===== src/rtl/uart_trx_param.sv =====
// Parametrised UART transceiver: one transmitter and one receiver sharing a clock,
// with configurable width, bit period and parity, plus an internal loopback path.
module uart_trx_param #(
  parameter int DATA_W       = 8,
  parameter int CLKS_PER_BIT = 16,
  parameter bit PARITY_EN    = 1'b0,
  parameter bit PARITY_ODD   = 1'b0
) (
  input  logic              clk,
  input  logic              rst,
  input  logic [DATA_W-1:0] tx_data,
  input  logic              tx_start,
  output logic              tx_busy,
  output logic              tx_done,
  output logic              tx,
  input  logic              rx,
  input  logic              loopback,
  output logic [DATA_W-1:0] rx_data,
  output logic              rx_valid,
  output logic              rx_parity_err,
  output logic              rx_frame_err
);

  localparam int CNT_W = $clog2(CLKS_PER_BIT);
  localparam int BIT_W = (DATA_W > 1) ? $clog2(DATA_W) : 1;
  localparam logic [CNT_W-1:0] CNT_LAST = CNT_W'(CLKS_PER_BIT - 1);
  localparam logic [CNT_W-1:0] CNT_HALF = CNT_W'(CLKS_PER_BIT / 2 - 1);
  localparam logic [BIT_W-1:0] BIT_LAST = BIT_W'(DATA_W - 1);

  typedef enum logic [2:0] {T_IDLE, T_START, T_DATA, T_PAR, T_STOP} txState_t;
  typedef enum logic [2:0] {R_IDLE, R_START, R_DATA, R_PAR, R_STOP, R_WAITHI} rxState_t;

  txState_t          txState_q, txState_d;
  logic [CNT_W-1:0]  txCnt_q, txCnt_d;
  logic [BIT_W-1:0]  txBit_q, txBit_d;
  logic [DATA_W-1:0] txShift_q, txShift_d;
  logic              txPar_q, txPar_d;
  logic              txLine_q, txLine_d;
  logic              txCntLast;

  rxState_t          rxState_q, rxState_d;
  logic [CNT_W-1:0]  rxCnt_q, rxCnt_d;
  logic [BIT_W-1:0]  rxBit_q, rxBit_d;
  logic [DATA_W-1:0] rxShift_q, rxShift_d;
  logic              rxPar_q, rxPar_d;
  logic [DATA_W-1:0] rxData_q, rxData_d;
  logic              rxValid_q, rxValid_d;
  logic              rxParErr_q, rxParErr_d;
  logic              rxFrameErr_q, rxFrameErr_d;
  logic [1:0]        rxSync_q;
  logic              rxPrev_q;
  logic              rxSrc, rxIn;

  assign txCntLast = (txCnt_q == CNT_LAST);

  always_comb begin
    txState_d = txState_q;
    txCnt_d   = (txState_q == T_IDLE || txCntLast) ? '0 : txCnt_q + 1'b1;
    txBit_d   = txBit_q;
    txShift_d = txShift_q;
    txPar_d   = txPar_q;
    txLine_d  = 1'b1;
    tx_done   = 1'b0;
    case (txState_q)
      T_IDLE: begin
        if (tx_start) begin
          txShift_d = tx_data;
          txPar_d   = ^tx_data ^ PARITY_ODD;
          txState_d = T_START;
        end
      end
      T_START: begin
        if (txCntLast) begin
          txBit_d   = '0;
          txState_d = T_DATA;
        end
      end
      T_DATA: begin
        if (txCntLast) begin
          txShift_d = txShift_q >> 1;
          if (txBit_q == BIT_LAST) txState_d = PARITY_EN ? T_PAR : T_STOP;
          else                     txBit_d   = txBit_q + 1'b1;
        end
      end
      T_PAR: begin
        if (txCntLast) txState_d = T_STOP;
      end
      T_STOP: begin
        if (txCntLast) begin
          tx_done   = 1'b1;
          txState_d = T_IDLE;
        end
      end
      default: txState_d = T_IDLE;
    endcase
    // The line level is registered from the next state so tx never glitches.
    case (txState_d)
      T_START: txLine_d = 1'b0;
      T_DATA:  txLine_d = txShift_d[0];
      T_PAR:   txLine_d = txPar_d;
      default: txLine_d = 1'b1;
    endcase
  end

  always_ff @(posedge clk or posedge rst) begin
    if (rst) begin
      txState_q <= T_IDLE;
      txCnt_q   <= '0;
      txBit_q   <= '0;
      txShift_q <= '0;
      txPar_q   <= 1'b0;
      txLine_q  <= 1'b1;
    end else begin
      txState_q <= txState_d;
      txCnt_q   <= txCnt_d;
      txBit_q   <= txBit_d;
      txShift_q <= txShift_d;
      txPar_q   <= txPar_d;
      txLine_q  <= txLine_d;
    end
  end

  assign tx      = txLine_q;
  assign tx_busy = (txState_q != T_IDLE);
  assign rxSrc   = loopback ? txLine_q : rx;
  assign rxIn    = rxSync_q[1];

  always_comb begin
    rxState_d    = rxState_q;
    rxCnt_d      = rxCnt_q + 1'b1;
    rxBit_d      = rxBit_q;
    rxShift_d    = rxShift_q;
    rxPar_d      = rxPar_q;
    rxData_d     = rxData_q;
    rxValid_d    = 1'b0;
    rxParErr_d   = rxParErr_q;
    rxFrameErr_d = rxFrameErr_q;
    case (rxState_q)
      R_IDLE: begin
        rxCnt_d = '0;
        if (rxPrev_q && !rxIn) rxState_d = R_START;
      end
      R_START: begin
        if (rxCnt_q == CNT_HALF) begin
          rxCnt_d   = '0;
          rxBit_d   = '0;
          rxState_d = rxIn ? R_IDLE : R_DATA;
        end
      end
      R_DATA: begin
        if (rxCnt_q == CNT_LAST) begin
          rxCnt_d   = '0;
          rxShift_d = (rxShift_q >> 1) | (DATA_W'(rxIn) << (DATA_W - 1));
          if (rxBit_q == BIT_LAST) rxState_d = PARITY_EN ? R_PAR : R_STOP;
          else                     rxBit_d   = rxBit_q + 1'b1;
        end
      end
      R_PAR: begin
        if (rxCnt_q == CNT_LAST) begin
          rxCnt_d   = '0;
          rxPar_d   = rxIn;
          rxState_d = R_STOP;
        end
      end
      R_STOP: begin
        if (rxCnt_q == CNT_LAST) begin
          rxCnt_d      = '0;
          rxData_d     = rxShift_q;
          rxParErr_d   = PARITY_EN && (rxPar_q != (^rxShift_q ^ PARITY_ODD));
          rxFrameErr_d = !rxIn;
          rxValid_d    = 1'b1;
          rxState_d    = rxIn ? R_IDLE : R_WAITHI;
        end
      end
      R_WAITHI: begin
        // A held-low line after a bad stop bit must not look like a new start.
        rxCnt_d = '0;
        if (rxIn) rxState_d = R_IDLE;
      end
      default: rxState_d = R_IDLE;
    endcase
  end

  always_ff @(posedge clk or posedge rst) begin
    if (rst) begin
      rxSync_q     <= 2'b11;
      rxPrev_q     <= 1'b1;
      rxState_q    <= R_IDLE;
      rxCnt_q      <= '0;
      rxBit_q      <= '0;
      rxShift_q    <= '0;
      rxPar_q      <= 1'b0;
      rxData_q     <= '0;
      rxValid_q    <= 1'b0;
      rxParErr_q   <= 1'b0;
      rxFrameErr_q <= 1'b0;
    end else begin
      rxSync_q     <= {rxSync_q[0], rxSrc};
      rxPrev_q     <= rxSync_q[1];
      rxState_q    <= rxState_d;
      rxCnt_q      <= rxCnt_d;
      rxBit_q      <= rxBit_d;
      rxShift_q    <= rxShift_d;
      rxPar_q      <= rxPar_d;
      rxData_q     <= rxData_d;
      rxValid_q    <= rxValid_d;
      rxParErr_q   <= rxParErr_d;
      rxFrameErr_q <= rxFrameErr_d;
    end
  end

  assign rx_data       = rxData_q;
  assign rx_valid      = rxValid_q;
  assign rx_parity_err = rxParErr_q;
  assign rx_frame_err  = rxFrameErr_q;

endmodule


===== config.mk =====
export PLATFORM = sky130hd
export DESIGN_NAME = uart_trx_param
export DESIGN_NICKNAME = d
export VERILOG_FILES = /design/src/rtl/uart_trx_param.sv
export SDC_FILE = /design/constraint.sdc
export NUM_CORES = 1
export LEC_CHECK = 0
export BUFFER_PORTS_ARGS = -buffer_cell sky130_fd_sc_hd__buf_2
export CORE_AREA = 2 2 81 83
export CTS_CLUSTER_DIAMETER = 30
export DETAILED_ROUTE_END_ITERATION = 12
export DIE_AREA = 0 0 83 85
export PLACE_DENSITY = 0.53
export SLEW_MARGIN = 20
export SYNTH_ARGS = -nofsm -noshare
export SYNTH_HDL_FRONTEND = slang
export SYNTH_SLANG_ARGS = --single-unit

===== constraint.sdc =====
create_clock -name clk -period 3.31 [get_ports clk]
set_input_delay 0.993 -clock clk [delete_from_list [all_inputs] [get_ports clk]]
set_output_delay 0.993 -clock clk [all_outputs]
set_load 0.01 [all_outputs]

==> flow_summary_export.csv, run 1 <==
group,metric,value,unit
route,wl_per_cell,13.0,um
clock_network,cts_hold_buf,0,
critical_path,path_depth,4,
placed_design,dpl.hpwl,2.73,mm
critical_path,cp.arrival,1.48,ns
yosys,yosysSeqAreaShare,0.540,
finish,syn_to_final_growth,14.2,%
critical_path,path_cells,"ha_1 -> nand3_1 -> nor2_1 -> buf_2",
route,ant_nets,0,
yosys,synth.area.mux_share,0.108,
global_routing,grtUsageTotal,0.120,
yosys,ys_warn_count,0,
clock_network,cts_buffer_depth,2,
global_routing,antenna_found_initial,0,
route,via_per_inst,4.98,
route,firstDrtPassIters,4,
clock_network,cts_resized,0,
yosys,synth.most_common_cell,"dfrtp_1",
critical_path,start_kind,"register",
floorplanning,die_area,0.00706,mm2
min_path,hold_class,"reg -> reg",
timing,finClkSkew,0.0101,ns
power,total_power,1910,uW
power,peakVddDrop,0.346,mV
clock_network,clkLatencyLatePin,0.30,ns
yosys,syn_area_per_cell,11.5,um2
finish,nets,251,
critical_path,slowest_delay,0.38,ns
floorplanning,coreArea,0.00620,mm2
clock_network,h-tree-depth,2,
placed_design,dp_cells,302,
yosys,synthXorXnorAreaFrac,0.0443,
timing,rsz0062_at_grt,"no",
clock_network,root_buffer,"clkbuf_8",
route,routed_wl,4.02,mm
critical_path,r2r_cells,4,
timing,tns,0,ns
timing,slew_headroom,0.573,
finish,drive_gt1_frac,0.283,
yosys,synth.largest_area_cell,"dfrtp_1",
yosys,synth-compound-area-share,0.0891,
yosys,synth_top_flop_cell,"dfrtp_1",
route,drt_iter0_drc,41,
timing,hold_violations,0,
critical_path,r2r_start,"txState_q[0]",
floorplanning,fp.dieW,83,um
global_routing,grt_max_degree,52,
min_path,hold_path_startpoint,"rxSync_q[0]",
floorplanning,io_pins,27,
clock_network,post_cts_buffers,0,
floorplanning,placementRows,29,
yosys,yosys.area_share.simple,0.157,
critical_path,crit_type,"reg -> out",
yosys,syn-instance-count,206,
yosys,synth_top_family_by_area,"simple AND/OR/NAND/NOR gates",
clock_network,cts_buffers,5,
placed_design,port_buffers,25,
timing,final_max_slew_viol_count,0,
yosys,yosys.area.top_type_share,0.496,
timing,worstMarginPinSlew,0.638,ns
timing,fmax,405,MHz
critical_path,crit_path_max_fanout,7,
global_routing,grt_pass1_vias,1508,
placed_design,dpl-instance-area,0.00257,mm2
yosys,ys_types,48,
clock_network,clk_pin_slew_worst_paths,0.09,ns
power,power_density,705,mW/mm2
finish,final_area,0.00271,mm2
yosys,yosys.area_share.adder,0.0316,
yosys,syn-num-nets,225,
critical_path,rr_endpoint,"tx",
global_routing,grt_pass1_wl,6.95,mm
yosys,synth-edff-count,0,
timing,fin_crit,2.47,ns
finish,fin_cells,310,
yosys,synth_area_leaders,"dfrtp_1 50%, mux2_2 8.5%, dfstp_2 4.4%",
critical_path,rrSetupSlack,1.22,ns
min_path,worstHoldEndpoint,"rxSync_q[1]",
critical_path,worst-path-buf-inv,1,
floorplanning,initial_core_util,0.382,
timing,setup_viol,0,
critical_path,cp_slowest_cell,"dfrtp_1",
yosys,ys_top_cells_by_count,"47 x dfrtp_1, 27 x nand2_1, 18 x mux2_2, 12 x nor2_1, 10 x xnor2_1",
critical_path,worst_ep_required_time,2.32,ns
power,p_leak,0.00130,uW
finish,num_antenna_cells,0,
timing,period_share,0.746,
flow_run,maxCapViolCount,0,
route,drc,0,
global_routing,gr-total-overflow,0,
critical_path,cp-end-kind,"primary output",
timing,hold-worst-slack,0.351,ns
critical_path,critPathTopFamily,"simple AND/OR/NAND/NOR gates",
min_path,hold_depth,0,
placed_design,globalplace.congestion,0.789,
yosys,syn-cell-area,0.00237,mm2
clock_network,clkSinkCount,51,
clock_network,cts_tree,"yes",
run_status,outcome,"completed",
yosys,synthArstFlopShare,1.00,
yosys,ys_seq_elements,51,
floorplanning,fp.dieH,85,um
route,via_count,1543,
layout by cell type, fill, tap and decap left out, drive strengths merged, types with 2 or more instances in the layout:
master	Yosys	layout
nand2b	4	4
xor2	2	2
ha	6	6
and3	2	2
clkbuf	2	5
nand2	27	27
nor3b	3	3
nor2	13	13
mux2i	3	3
and2	3	3
a22oi	6	6
o21ai	8	8
mux2	20	20
inv	7	7
dfrtp	47	47
nor2b	2	2
xnor2	10	10
nand3	5	5
dfstp	4	4
buf	5	26
a31oi	2	2
a21oi	5	5
bufinv	0	2
metrics by stage:
step / setup WS, ns / utilization
floorplan: 1.09 / -
global placement: 0.756 / 0.415
detailed placement: 0.733 / 0.415
CTS: 0.821 / 0.437
global route: 0.680 / 0.437
finish: 0.840 / 0.437
per-layer routing:
layer / GRT usage / part of all wire / up-vias
met2: 0.196 / 0.45 / 29
met5: 0 / 0 / -
met3: 0.0272 / 0.035 / 4
met1: 0.162 / 0.51 / 738
met4: 0.0358 / 0.0080 / 0
li1: - / - / 772
worst max-delay path by stage:
stage,start,endpoint,slack (ns)
global placement,tx_start,tx,0.76
CTS,txCnt_q[0],tx_done,0.82
global route,txCnt_q[0],tx_done,0.68
detailed placement,tx_start,tx,0.73
floorplan,rst,rxBit_q[0],1.09
finish,txCnt_q[0],tx_done,0.84
kinds of logic (layout without fill, tap and decap cells):
family,Yosys count,in the layout
xor+xnor,12,12
simple gates,68,68
mux,23,23
other cells,1,1
buf+inv,14,41
flops,51,51
fa+ha+maj,6,6
compound gates,31,31
worst register-to-register path, delay by kind of cell, from the launching register on:
family / cells / cell delay (ns)
DFF: 1 / 0.49
AOI/OAI and AO/OA: 3 / 0.87
and+or+nand+nor: 1 / 0.66
power breakdown:
group	internal (uW)	total (uW)	switching, uW
clock	301	513	212
sequential	773	934	160
combinational	235	463	228
total	1310	1910	600
sequential cells by signal (all words and copies together), names as in the netlist:
signal	cells
rxBit_q	3
rxCnt_q	4
rxPrev_q	1
rxShift_q	8
rxState_q	3
rxSync_q	2
rx_data	8
rx_frame_err	1
rx_valid	1
tx	1
txBit_q	3
txCnt_q	4
txPar_q	1
txShift_q	8
txState_q	3
area by class of cell:
| type | count | area [um2] |
|---|---|---|
| clock buffer | 5 | 68.8 |
| clock inverter | 3 | 67.6 |
| fill | 581 | 3500 |
| inverter | 7 | 26.3 |
| multi-input combinational | 141 | 1020 |
| sequential | 51 | 1280 |
| tap | 77 | 96.3 |
| timing repair buffer | 26 | 145 |
Power figures use the tool's default switching activity.
==> run 2: changes to the inputs <==
Settings changed: PLACE_DENSITY 0.53 to 0.56.
Clock period 3.31 ns to 2.2 ns, I/O delays scaled along.
==> run 2 against run 1 <==
Against the previous run:
- power is 42% higher
- routed wire length rose by 0.42%
- critical path type unchanged
- sequential power increased by 47%
- via count increased by 0.32%
- die area stayed put
- final area down 0.51%
- sequential share of layout area grew 0.24 points
- clock skew up 0.0019 ns
- worst setup slack got worse by 0.66 ns
- global-route usage is 0.82 points higher
==> flow_summary_export.csv, run 2 (synthesis gave the netlist of run 1 again) <==
group,metric,value,unit
floorplanning,die_area,0.00706,mm2
finish,syn_to_final_growth,13.6,%
critical_path,crit_type,"reg -> out",
clock_network,post_cts_buffers,0,
clock_network,clk_pin_slew_worst_paths,0.11,ns
clock_network,cts_buffers,5,
critical_path,rrSetupSlack,0.38,ns
route,via_count,1548,
route,dr_wl_met2,1.84,mm
timing,slew_headroom,0.657,
route,via_per_inst,4.95,
clock_network,clkSinkCount,51,
route,routed_wl,4.04,mm
timing,fin_crit,2.02,ns
placed_design,dpl-instance-area,0.00259,mm2
power,peakVddDrop,0.462,mV
floorplanning,io_pins,27,
critical_path,worst_ep_required_time,1.54,ns
critical_path,slowest_delay,0.38,ns
critical_path,rr_endpoint,"rx_data[7]",
finish,num_antenna_cells,0,
clock_network,cts_tree,"yes",
min_path,hold_class,"in -> async",
global_routing,grt_pass1_wl,7.35,mm
global_routing,grt_max_degree,35,
critical_path,r2r_cells,4,
floorplanning,placementRows,29,
power,sequentialPowerShare,0.506,
critical_path,path_cells,"ha_1 -> nand3_2 -> nor2_1 -> buf_2",
clock_network,cts_hold_buf,0,
placed_design,port_buffers,25,
clock_network,cts_buffer_depth,2,
clock_network,h-tree-depth,2,
route,drc,0,
critical_path,r2r_start,"rxCnt_q[0]",
global_routing,grtUsageTotal,0.128,
finish,mostFrequentLayoutCell,"dfrtp_1",
route,firstDrtPassIters,4,
finish,fillers,598,
route,routed.top_layer,"met4",
power,power_density,1010,mW/mm2
clock_network,cts_resized,0,
critical_path,cp.arrival,1.36,ns
finish,drive_gt1_frac,0.297,
floorplanning,fp.dieW,83,um
clock_network,root_buffer,"clkbuf_8",
timing,final_max_slew_viol_count,0,
critical_path,critPathTopFamily,"flip-flops",
floorplanning,initial_core_util,0.382,
global_routing,gr-total-overflow,0,
route,drt_iter0_drc,52,
power,power_frac_comb,0.280,
global_routing,antenna_found_initial,0,
timing,rsz0062_at_grt,"no",
global_routing,grt_pass1_vias,1604,
timing,worstMarginPinSlew,0.509,ns
critical_path,cp-end-kind,"primary output",
floorplanning,fp.dieH,85,um
timing,fmax,495,MHz
route,wl_met1,1.98,mm
power,switching_power,938,uW
finish,layout_common_cells,"47 x dfrtp_1, 27 x nand2_1, 25 x buf_2, 18 x mux2_2, 12 x nor2_1",
placed_design,globalplace.congestion,0.739,
route,ant_nets,0,
power,p_clk_frac,0.214,
power,p_leak,0.00130,uW
finish,nets,254,
route,wl_met3,180,um
timing,tns,0,ns
timing,finClkSkew,0.0120,ns
timing,hold_violations,0,
power,power.internal,1780,uW
floorplanning,coreArea,0.00620,mm2
critical_path,crit_path_max_fanout,7,
flow_run,maxCapViolCount,0,
power,swShare,0.345,
placed_design,dpl.hpwl,2.88,mm
run_status,outcome,"completed",
clock_network,clkLatencyLatePin,0.31,ns
timing,period_share,0.918,
critical_path,worst-path-buf-inv,1,
timing,setup_viol,0,
finish,final_area,0.00270,mm2
route,wl_per_cell,12.9,um
critical_path,start_kind,"register",
critical_path,cp_slowest_cell,"dfrtp_1",
run 2: worst reg2reg max path: stages (launching register included):
cell	delay (ns)
dfrtp_1	0.39
ha_1	0.26
nand3_2	0.13
or4b_4	0.60
mux2_1	0.34
run 2: cell type report:
cell class	instances	area, um2	area share
well taps	77	96.3	0.0357
inverters	7	26.3	0.00975
repair buffers	29	168	0.0622
clock inverters	3	26.3	0.00975
multi-input cells	141	1030	0.382
clock buffers	5	68.8	0.0255
flip-flops and latches	51	1280	0.475
run 2: worst max-delay path by stage:
stage	from	endpoint	slack [ns]	cells after the start
detailed placement	tx_start	tx	0.35	5
floorplan	rst	rxBit_q[0]	0.32	1
global placement	tx_start	tx	0.38	5
finish	txCnt_q[0]	tx_done	0.18	4
CTS	txCnt_q[0]	tx_done	0.06	4
global route	txState_q[0]	tx_done	0.05	4
run 2: through the flow:
step                      hold slack (ns)  total power, uW   util  std cells  worst slack [ns]
after floorplan                     0.345             1950      -        206             0.317
after global placement              0.347             2150  0.418        305             0.378
after detailed placement            0.349             2160  0.418        305             0.351
after CTS                           0.327             2750  0.434        313            0.0612
after global routing                0.335             2930  0.434        313            0.0498
final                               0.315             2720  0.434        313             0.180
run 2: layer usage:
layer | vias up | GRT usage
met3 | 5 | 0.0282
met4 | 0 | 0.0537
met5 | - | 0
li1 | 772 | -
met2 | 34 | 0.201
met1 | 737 | 0.174
run 2: power groups by stage:
| stage | logic, uW | registers, uW | clock network, uW |
|---|---|---|---|
| 4_1_cts | 773 | 1370 | 606 |
| 6_report | 761 | 1370 | 581 |
| 3_5_place_dp | 778 | 1380 | 0 |
| 3_3_place_gp | 757 | 1390 | 0 |
| 5_1_grt | 872 | 1410 | 650 |
| 2_1_floorplan | 631 | 1320 | 0 |
==> run 3: changes to the inputs <==
Settings changed: PLACE_DENSITY 0.56 to 0.63.
==> run 3 against run 2 <==
Against the previous run:
- via count up 1.9%
- global-route usage decreased by 0.81 points
- sequential share of layout area down 0.066 points
- critical path depth is the same
- non-clock buffer count decreased by 1
- core utilization rose by 0.060 points
- flip-flop and latch count stayed put
- final area up 0.14%
- power up 1.9%
- worst hold slack improved by 0.043 ns
- worst setup slack got worse by 0.0024 ns
- clock skew down 0.0027 ns
==> flow_summary_export.csv, run 3 (synthesis gave the netlist of run 1 again) <==
group,metric,value,unit
power,power_density,1030,mW/mm2
floorplanning,placementRows,29,
finish,multi_input_area,0.00103,mm2
power,power_frac_comb,0.271,
finish,fin_cells,312,
route,via_per_inst,5.05,
route,via_count,1577,
floorplanning,die_area,0.00706,mm2
critical_path,cp.arrival,1.36,ns
route,ant_nets,0,
critical_path,start_kind,"register",
finish,num_antenna_cells,0,
timing,setup_viol,0,
critical_path,crit_path_max_fanout,8,
clock_network,cts_buffers,5,
global_routing,grt_pass1_wl,6.96,mm
critical_path,r2r_start,"rxCnt_q[0]",
power,swShare,0.323,
global_routing,gr-total-overflow,0,
clock_network,h-tree-depth,2,
flow_run,maxCapViolCount,0,
placed_design,dp_cells,304,
timing,rsz0062_at_grt,"no",
finish,fillers,594,
critical_path,worst_ep_required_time,1.54,ns
critical_path,crit_type,"reg -> out",
timing,fmax,494,MHz
timing,fin_crit,2.02,ns
clock_network,cts_resized,0,
timing,final_max_slew_viol_count,0,
timing,worstMarginPinSlew,0.550,ns
finish,nets,253,
global_routing,grt_max_degree,52,
power,p_clk_frac,0.230,
min_path,hold_class,"reg -> reg",
clock_network,post_cts_buffers,0,
timing,tns,0,ns
critical_path,cp-end-kind,"primary output",
power,switching_power,893,uW
finish,syn_to_final_growth,13.8,%
global_routing,antenna_found_initial,0,
clock_network,cts_tree,"yes",
placed_design,dpl.hpwl,2.74,mm
clock_network,cts_hold_buf,0,
run_status,outcome,"completed",
floorplanning,fp.dieW,83,um
floorplanning,io_pins,27,
finish,layout_common_cells,"47 x dfrtp_1, 27 x nand2_1, 25 x buf_2, 18 x mux2_2, 12 x nor2_1",
timing,slew_headroom,0.629,
finish,mostFrequentLayoutCell,"dfrtp_1",
timing,finClkSkew,0.00934,ns
clock_network,clk_pin_slew_worst_paths,0.09,ns
timing,worst_slack,0.178,ns
finish,drive_gt1_frac,0.285,
placed_design,preCtsSetupSlack,0.327,ns
placed_design,port_buffers,25,
critical_path,startpoint,"txState_q[0]",
min_path,hold_depth,0,
finish,regArea,0.00128,mm2
clock_network,clkSinkCount,51,
min_path,hold_path_startpoint,"rxSync_q[0]",
placed_design,globalplace.congestion,0.772,
route,drc,0,
floorplanning,fp.dieH,85,um
route,firstDrtPassIters,4,
floorplanning,coreArea,0.00620,mm2
global_routing,grt_pass1_vias,1481,
floorplanning,initial_core_util,0.382,
global_routing,grtUsageTotal,0.120,
power,power.internal,1870,uW
route,drt_iter0_drc,89,
route,wl_per_cell,12.7,um
critical_path,rrSetupSlack,0.31,ns
timing,period_share,0.919,
timing,hold_violations,0,
clock_network,cts_buffer_depth,2,
power,p_leak,0.00130,uW
power,sequentialPowerShare,0.499,
route,routed_wl,3.97,mm
critical_path,r2r_cells,5,
clock_network,clkLatencyLatePin,0.30,ns
power,peakVddDrop,0.519,mV
clock_network,root_buffer,"clkbuf_8",
==> run 3: cell types whose count changed in the layout (fill, tap and decap cells not counted) <==
cell	previous run	this run
buf_4	3	2
bufinv_16	0	1
clkbuf_1	0	2
clkinv_4	1	0
inv_6	2	0
==> run 3: worst paths after layout <==
| kind | to |
|---|---|
| max | tx_done |
| min reg2reg | rxSync_q[1] |
| max in group asynchronous | rxSync_q[0] |
| max reg2reg | rxState_q[1] |
| min in group asynchronous | rxShift_q[4] |
| min | rxSync_q[1] |
==> run 3: final cells by class <==
type,instances,area share
flip-flops and latches,51,0.475
clock inverters,1,0.0111
well taps,77,0.0357
clock buffers,7,0.0283
multi-input cells,141,0.381
repair buffers,28,0.0593
inverters,7,0.00974
==> run 3: power groups by stage <==
stage               Combinational [uW]  Sequential (uW)  Clock, uW
floorplan                          631             1320          0
global placement                   733             1400          0
detailed placement                 754             1390          0
CTS                                757             1380        660
global route                       859             1410        698
finish                             750             1380        638
==> run 3: per-layer routing <==
metal,GRT usage,wire [um],up-vias
met1,0.164,1970,773
met2,0.192,1820,26
met5,0,0,-
met4,0.0402,38,0
met3,0.0263,142,7
li1,-,-,771
==> run 3: through the flow <==
| stage | utilization | power, uW | area (um2) | hold WS, ns |
|---|---|---|---|---|
| after global routing | 0.435 | 2970 | 2700 | 0.370 |
| final | 0.435 | 2770 | 2700 | 0.358 |
| after CTS | 0.434 | 2800 | 2690 | 0.360 |
| after detailed placement | 0.417 | 2140 | 2590 | 0.347 |
| after global placement | 0.417 | 2130 | 2590 | 0.348 |
| after floorplan | - | 1950 | 2370 | 0.345 |
==> run 3: critical path, cell delays in order, from the launching register on <==
cell and delay, ns:
dfrtp_1 0.50, nor2_1 0.23, nand2_1 0.10, nor2_1 0.10, buf_2 0.13
